==> config.mk <==
export PLATFORM = sky130hd
export DESIGN_NAME = map_index_to_display_mover
export DESIGN_NICKNAME = d
export VERILOG_FILES = /design/src/rtl/map_index_to_display_mover.sv
export SDC_FILE = /design/constraint.sdc
export NUM_CORES = 1
export LEC_CHECK = 0
export ABC_AREA = 1
export ABC_CLOCK_PERIOD_IN_PS = 2800
export CORE_MARGIN = 3
export CORE_UTILIZATION = 40
export CTS_BUF_LIST = sky130_fd_sc_hd__clkbuf_4 sky130_fd_sc_hd__clkbuf_8
export CTS_CLUSTER_SIZE = 10
export DETAILED_ROUTE_END_ITERATION = 8
export SYNTH_ARGS = -nofsm -noshare
export SYNTH_HDL_FRONTEND = slang
export SYNTH_SLANG_ARGS = --single-unit
==> constraint.sdc <==
create_clock -name clk -period 2.8 [get_ports clk]
set_input_delay 0.28 -clock clk [delete_from_list [all_inputs] [get_ports clk]]
set_output_delay 0.28 -clock clk [all_outputs]
set_load 0.1 [all_outputs]
==> src/rtl/map_index_to_display_mover.sv <==
// Converts a map tile index into that tile's centre pixel and walks the sprite there one pixel per step tick.
// Optional build macro MOVER_SNAP_EN: the position jumps straight to the target in CALC instead of stepping.
module map_index_to_display_mover #(
    parameter int ORIGIN_X   = 336,
    parameter int ORIGIN_Y   = 27,
    parameter int TILE_SHIFT = 4,
    parameter int CENTER_OFF = 7,
    parameter int MAP_W      = 40,
    parameter int MAP_H      = 30
) (
    input  logic        clk,
    input  logic        rst,
    input  logic        req_valid,
    output logic        req_ready,
    input  logic [6:0]  req_idx_x,
    input  logic [5:0]  req_idx_y,
    input  logic        step_en,
    output logic [10:0] display_pos_x,
    output logic [9:0]  display_pos_y,
    output logic        moving,
    output logic        done,
    output logic        err_oob
);

    typedef enum logic [1:0] {
        IDLE = 2'd0,
        CALC = 2'd1,
        MOVE = 2'd2
    } state_t;

    localparam logic [10:0] HOME_X  = 11'(ORIGIN_X + CENTER_OFF);
    localparam logic [9:0]  HOME_Y  = 10'(ORIGIN_Y + CENTER_OFF);
    localparam logic [6:0]  MAP_W_I = 7'(MAP_W);
    localparam logic [5:0]  MAP_H_I = 6'(MAP_H);

    state_t      state, state_nxt;
    logic [6:0]  idx_x;
    logic [5:0]  idx_y;
    logic [10:0] pos_x, tgt_x, calc_x;
    logic [9:0]  pos_y, tgt_y, calc_y;
    logic        accept, in_range, at_tgt;

    assign accept   = req_valid && req_ready;
    assign in_range = (req_idx_x < MAP_W_I) && (req_idx_y < MAP_H_I);
    assign at_tgt   = (pos_x == tgt_x) && (pos_y == tgt_y);

    // Tile corner plus centre offset, evaluated from the index latched at accept.
    assign calc_x = 11'(ORIGIN_X) + (11'(idx_x) << TILE_SHIFT) + 11'(CENTER_OFF);
    assign calc_y = 10'(ORIGIN_Y) + (10'(idx_y) << TILE_SHIFT) + 10'(CENTER_OFF);

    assign display_pos_x = pos_x;
    assign display_pos_y = pos_y;

    always_ff @(posedge clk) begin
        if (rst) begin
            state <= IDLE;
        end else begin
            state <= state_nxt;
        end
    end

    always_comb begin
        state_nxt = state;
        req_ready = 1'b0;
        moving    = 1'b0;
        case (state)
            IDLE: begin
                req_ready = 1'b1;
                if (accept && in_range) begin
                    state_nxt = CALC;
                end
            end
            CALC: begin
                moving    = 1'b1;
                state_nxt = MOVE;
            end
            MOVE: begin
                moving = 1'b1;
                if (at_tgt) begin
                    state_nxt = IDLE;
                end
            end
            default: state_nxt = IDLE;
        endcase
    end

    always_ff @(posedge clk) begin
        if (rst) begin
            pos_x   <= HOME_X;
            pos_y   <= HOME_Y;
            tgt_x   <= HOME_X;
            tgt_y   <= HOME_Y;
            idx_x   <= '0;
            idx_y   <= '0;
            done    <= 1'b0;
            err_oob <= 1'b0;
        end else begin
            done    <= (state == MOVE) && at_tgt;
            err_oob <= accept && !in_range;
            if (accept && in_range) begin
                idx_x <= req_idx_x;
                idx_y <= req_idx_y;
            end
            if (state == CALC) begin
                tgt_x <= calc_x;
                tgt_y <= calc_y;
`ifdef MOVER_SNAP_EN
                pos_x <= calc_x;
                pos_y <= calc_y;
`endif
            end
            // Axes step independently so a move with both deltas non-zero runs diagonally.
            if (state == MOVE && !at_tgt && step_en) begin
                if (pos_x < tgt_x) begin
                    pos_x <= pos_x + 11'd1;
                end else if (pos_x > tgt_x) begin
                    pos_x <= pos_x - 11'd1;
                end
                if (pos_y < tgt_y) begin
                    pos_y <= pos_y + 10'd1;
                end else if (pos_y > tgt_y) begin
                    pos_y <= pos_y - 10'd1;
                end
            end
        end
    end

endmodule

==> out/qor.yml, run 1 <==
r2r_start: "display_pos_x[6]"
cts_buffers: 5
fin_crit_ns: 2.62
die_h_microns: 97.5
die_w_microns: 97.5
start_util: 0.423
hold_path_depth: 2
final_core_util: 0.509
antenna_cells: 0
finalHoldViolations: 0
rr_endpoint: "display_pos_x[10]"
synthDistinctLibCells: 32
grt_start_max_net_pins: 26
setup_ws_ns: 0.182
ys.flop_type: "dfxtp_1"
worstMarginPinSlew_ns: 0.502
fin_area_sq_um: 4040
slew_violations: 0
rows: 32
final_cells: 615
status: "completed"
clockBufferDepth: 2
ys_seq_area_frac: 0.305
clock_latency_ns: 0.31
worstHoldEndpoint: "tgt_y[6]"
reg2reg_slack_ns: 0.18
syn_area_per_cell_sq_um: 7.10
first_pass_iters: 4
clkTransAtPathRegs_ns: 0.10
timing.slew.headroom: 0.665
hold_start: "tgt_y[6]"
synthCells: 472
grt_overflow_total: 0
routedWlPerCell_microns: 12.7
antenna_found_initial: 0
coreArea_sq_um: 7930
grt_usage: 0.162
critPathRequiredTime_ns: 3.00
startpoint_type: "register"
areaGrowthSynthToFinish_pct: 20.4
synthTopCellsByCount: "nand2_1 (96), inv_1 (70), a21oi_1 (58)"
worstRegToRegCells: 19
rsz0062_at_grt: "yes"
netlist.area_leader.share: 0.305
pin_count: 42
period_share: 0.935
drive_above_1_share: 0.164
endpoint_kind: "register"
min_path_type: "register to register"
drc: 0
dr_total_vias: 3076
totalWireLength_microns: 7790
postCtsSetupBuffers: 0
synth_edf_count: 0
grt_pass1_wl_microns: 13000
netlist_top_cells_area: "dfxtp_1 (30%), ha_1 (13%), nand2_1 (11%)"
cts_sinks: 51
cts_tree: "built"
synth_top_cell_by_area: "dfxtp_1"
yosys_warnings: 0
dp_hpwl_microns: 5860
cts_root_buffer: "clkbuf_8"
criticalPathCategory: "register to register"
ant_nets: 0
setup_viol: 0
ys_ff_latch: 51
dieArea_sq_um: 9510
fin_nets: 567
grt_pass1_vias: 2844
initialDrtViolationCount: 103
post_dp_cell_area_sq_um: 3810
io_buffers: 41
synth.most_common_cell: "nand2_1"
gp_congestion: 0.801
synth_fp_nets: 527
viasPerCell: 5.00
htreeDepth: 2
synth_area_sq_um: 3350
worstPathArrival_ns: 2.82
skew_ns: 0.00842
dp.cells: 607
place_ws_ns: 0.0853
synth-async-reset-ratio: 0
max_cap_viol_count: 0
cp_max_fo: 10
fmax_mhz: 382
[cell families after synthesis]
| kind of cell | share of synthesized area |
|---|---|
| AO/OA/AOI/OAI | 0.175 |
| XOR/XNOR | 0.0444 |
| adder cells (fa/ha/maj) | 0.146 |
| buffers and inverters | 0.103 |
| flip-flops | 0.305 |
| AND/OR/NAND/NOR | 0.227 |
[worst max path at each step]
stage | startpoint | to | slack [ns]
3_5_place_dp | tgt_x[6] | display_pos_x[10] | 0.09
2_1_floorplan | display_pos_x[0] | display_pos_x[10] | 0.002
5_1_grt | tgt_x[6] | display_pos_x[10] | -0.03
3_3_place_gp | display_pos_x[6] | display_pos_x[10] | 0.17
6_report | display_pos_x[6] | display_pos_x[10] | 0.18
4_1_cts | tgt_x[4] | display_pos_x[10] | 0.05
[worst max-delay path, stage by stage (launching register included)]
cell and delay (ns):
dfxtp_2 0.36, ha_1 0.31, nand2_1 0.09, inv_1 0.04
nand2_1 0.05, nand2_1 0.06, nand2_1 0.06, nand2_1 0.06
inv_1 0.12, nand2_4 0.18, ha_4 0.35, nand2_1 0.08
nor2_1 0.20, nand3_1 0.13, nand3_1 0.11, nand2_1 0.05
nand2_1 0.09, nand3_1 0.07, nand2_1 0.06, nor2_1 0.05
[layout by cell type (no fill, tap or decap), drive strengths merged]
master and instances:
nand2 99, o21a 1, clkinv 2, a21oi 58, nor2 30, nand4 3
a31oi 2, a31o 1, ha 36, or2 2, a21o 3, nor3 3
o21ai 43, nand3 32, o211ai 1, clkdlybuf4s50 16, o21bai 3, xnor2 5
buf 29, fa 2, xor2 12, bufinv 1, inv 73, dfxtp 51
clkbuf 5
[timing repair]
item                       in CTS  in global routing
resized for setup               0                 16
setup endpoints to repair       0                  9
hold buffers                    0                  0
[flip-flops by register name (all words and copies together) (netlist names)]
signal / cells
idx_x: 7
err_oob: 1
tgt_y: 6
done: 1
state: 2
idx_y: 6
display_pos_y: 10
display_pos_x: 11
tgt_x: 7
[through the flow]
| step | TNS (ns) | hold WS, ns |
|---|---|---|
| 2_1_floorplan | 0 | 0.430 |
| 3_3_place_gp | 0 | 0.455 |
| 3_5_place_dp | 0 | 0.460 |
| 4_1_cts | 0 | 0.475 |
| 5_1_grt | -0.0280 | 0.499 |
| 6_report | 0 | 0.474 |
[per-layer routing]
layer | vias up | routed length (microns) | track usage
met1 | 1390 | 3800 | 0.220
met5 | - | 0 | 0
li1 | 1619 | - | -
met2 | 62 | 3630 | 0.268
met3 | 5 | 281 | 0.0237
met4 | 0 | 73 | 0.0415
[area by class of cell]
type,instances,area [sq um]
multi-input combinational,336,2100
timing repair buffer,45,378
clock buffer,5,68.8
clock inverter,3,43.8
sequential,51,1040
inverter,73,277
tap,102,128
fill,821,3890
Power of run 1 is not shown: default switching activity piles up to over one toggle a cycle in this logic, so the estimate is an artifact.
==> run 2: changes to the inputs <==
--- a/config.mk
+++ b/config.mk
@@ -7,7 +7,7 @@
 export LEC_CHECK = 0
 export ABC_AREA = 1
 export ABC_CLOCK_PERIOD_IN_PS = 2800
-export CORE_MARGIN = 3
+export CORE_MARGIN = 2
 export CORE_UTILIZATION = 40
 export CTS_BUF_LIST = sky130_fd_sc_hd__clkbuf_4 sky130_fd_sc_hd__clkbuf_8
 export CTS_CLUSTER_SIZE = 10
==> run 2 against run 1 <==
Net effect:
- count of clock-buffer cells in the layout up 1
- critical path type unchanged
- setup slack better by 0.067 ns
- via count is 2.3% lower
- routed wire length decreased by 3.9%
- hold slack better by 0.00095 ns
- register-to-register slack better by 0.07 ns
- cell count grew 0.16%
- die area is 4.1% lower
- critical path depth shrank 1
- critical endpoint is now display_pos_y[9]
- largest cell class unchanged
==> out/qor.yml, run 2 (synthesis results as in run 1) <==
clock_latency_ns: 0.31  # about the same
fin_crit_ns: 2.55  # was 2.62 ns
dr_total_vias: 3005  # was 3076
totalWireLength_microns: 7480  # was 7790 microns
timing.slew.headroom: 0.670  # was 0.665
grt_overflow_total: 0  # unchanged
initialDrtViolationCount: 110  # was 103
antenna_found_initial: 0  # unchanged
criticalPathCategory: "register to register"  # unchanged
cts_sinks: 51  # unchanged
grt_start_max_net_pins: 30  # was 26
hold_buffers: 0  # unchanged
dieArea_sq_um: 9130  # was 9510 sq um
critPathRequiredTime_ns: 3.05  # was 3.00 ns
slew_violations: 0  # unchanged
layout_commonest_cell: "nand2_1"  # unchanged
cp_max_fo: 11  # was 10
clkTransAtPathRegs_ns: 0.10  # about the same
endpoint_kind: "register"  # unchanged
tns_ns: 0  # unchanged
worstPathArrival_ns: 2.80  # was 2.82 ns
fin_nets: 565  # was 567
drc: 0  # unchanged
grt_pass1_wl_microns: 12900  # was 13000 microns
die_w_microns: 95.5  # was 97.5 microns
grt_usage: 0.178  # was 0.162
dp_hpwl_microns: 5780  # was 5860 microns
min_path_type: "register to register"  # unchanged
cts_root_buffer: "clkbuf_8"  # unchanged
status: "completed"  # unchanged
fmax_mhz: 392  # was 382 MHz
drive_above_1_share: 0.145  # was 0.164
htreeDepth: 2  # unchanged
gp_congestion: 0.830  # was 0.801
skew_ns: 0.00798  # was 0.00842 ns
ant_nets: 0  # unchanged
io_buffers: 41  # unchanged
grt_pass1_vias: 2859  # was 2844
period_share: 0.911  # was 0.935
die_h_microns: 95.5  # was 97.5 microns
routedWlPerCell_microns: 12.1  # was 12.7 microns
max_cap_viol_count: 0  # unchanged
viasPerCell: 4.88  # was 5.00
coreArea_sq_um: 8180  # was 7930 sq um
setup_viol: 0  # unchanged
startpoint_type: "register"  # unchanged
areaGrowthSynthToFinish_pct: 17.4  # was 20.4%
clockBufferDepth: 2  # unchanged
finalHoldViolations: 0  # unchanged
start_util: 0.410  # was 0.423
pin_count: 42  # unchanged
mostFrequentLayoutCells: "nand2_1 (95), inv_1 (70), a21oi_1 (58), dfxtp_1 (38), ha_1 (34)"  # was nand2_1 (95), inv_1 (70), a21oi_1 (58), dfxtp_1 (38), o21ai_0 (30)
cts_tree: "built"  # unchanged
first_pass_iters: 4  # unchanged
post_dp_cell_area_sq_um: 3790  # was 3810 sq um
timing.hold.ws_ns: 0.475  # was 0.474 ns
fin_area_sq_um: 3930  # was 4040 sq um
antenna_cells: 0  # unchanged
cts_buffers: 5  # unchanged
largest_register_ffs: 11  # unchanged
worstMarginPinSlew_ns: 0.494  # was 0.502 ns
rows: 33  # was 32
[run 2: cell count changes in the layout (fill, tap and decap cells not counted), sizes merged]
cell / previous run / this run
clkinv: 2 / 0
inv: 73 / 74
clkbuf: 5 / 6
buf: 29 / 27
[run 2: stage by stage]
step           cells  worst slack (ns)   util
6_report         616             0.249  0.481
5_1_grt          616           -0.0108  0.481
4_1_cts          616             0.123  0.479
3_5_place_dp     608             0.135  0.464
3_3_place_gp     608             0.189  0.464
2_1_floorplan    472           0.00204      -
[run 2: layout make-up]
cell class	count	area, sq um
Clock buffer	6	82.6
Clock inverter	2	38.8
Fill cell	838	4240
Inverter	73	277
Multi-Input combinational cell	336	2000
Sequential cell	51	1040
Tap cell	105	131
Timing Repair Buffer	43	363
[run 2: worst max-delay path, cell delays in order, from the launching register on]
cell     delay (ns)
dfxtp_1        0.37
inv_1          0.06
ha_1           0.27
nand2_1        0.12
inv_1          0.07
nand2_1        0.07
nand2_1        0.06
nand2_1        0.10
nand2_4        0.12
ha_1           0.37
nand2_1        0.14
inv_1          0.05
a21oi_1        0.21
nand3_1        0.13
nand2_1        0.09
nand2_1        0.05
nor2_1         0.09
nor2_1         0.04
nor2_1         0.08
[run 2: worst paths after layout]
path,cells after the start,endpoint,start,slack [ns]
min,2,idx_y[5],idx_y[5],0.47
max reg2reg,18,display_pos_y[9],tgt_y[4],0.25
min reg2reg,2,idx_y[5],idx_y[5],0.47
max,18,display_pos_y[9],tgt_y[4],0.25
[run 2: routing by layer]
metal	vias to the layer above	share of wire	track usage
li1	1610	-	-
met1	1354	0.48	0.227
met2	35	0.47	0.308
met3	6	0.034	0.0300
met4	0	0.0098	0.0488
met5	-	0	0
[run 2: repair_timing]
item	4_1_cts	5_1_grt
buffers inserted	0	0
endpoints found under the setup margin	0	10
hold endpoints to repair	0	0
gates resized for setup	0	5
Power of run 2 is left out for the same reason.
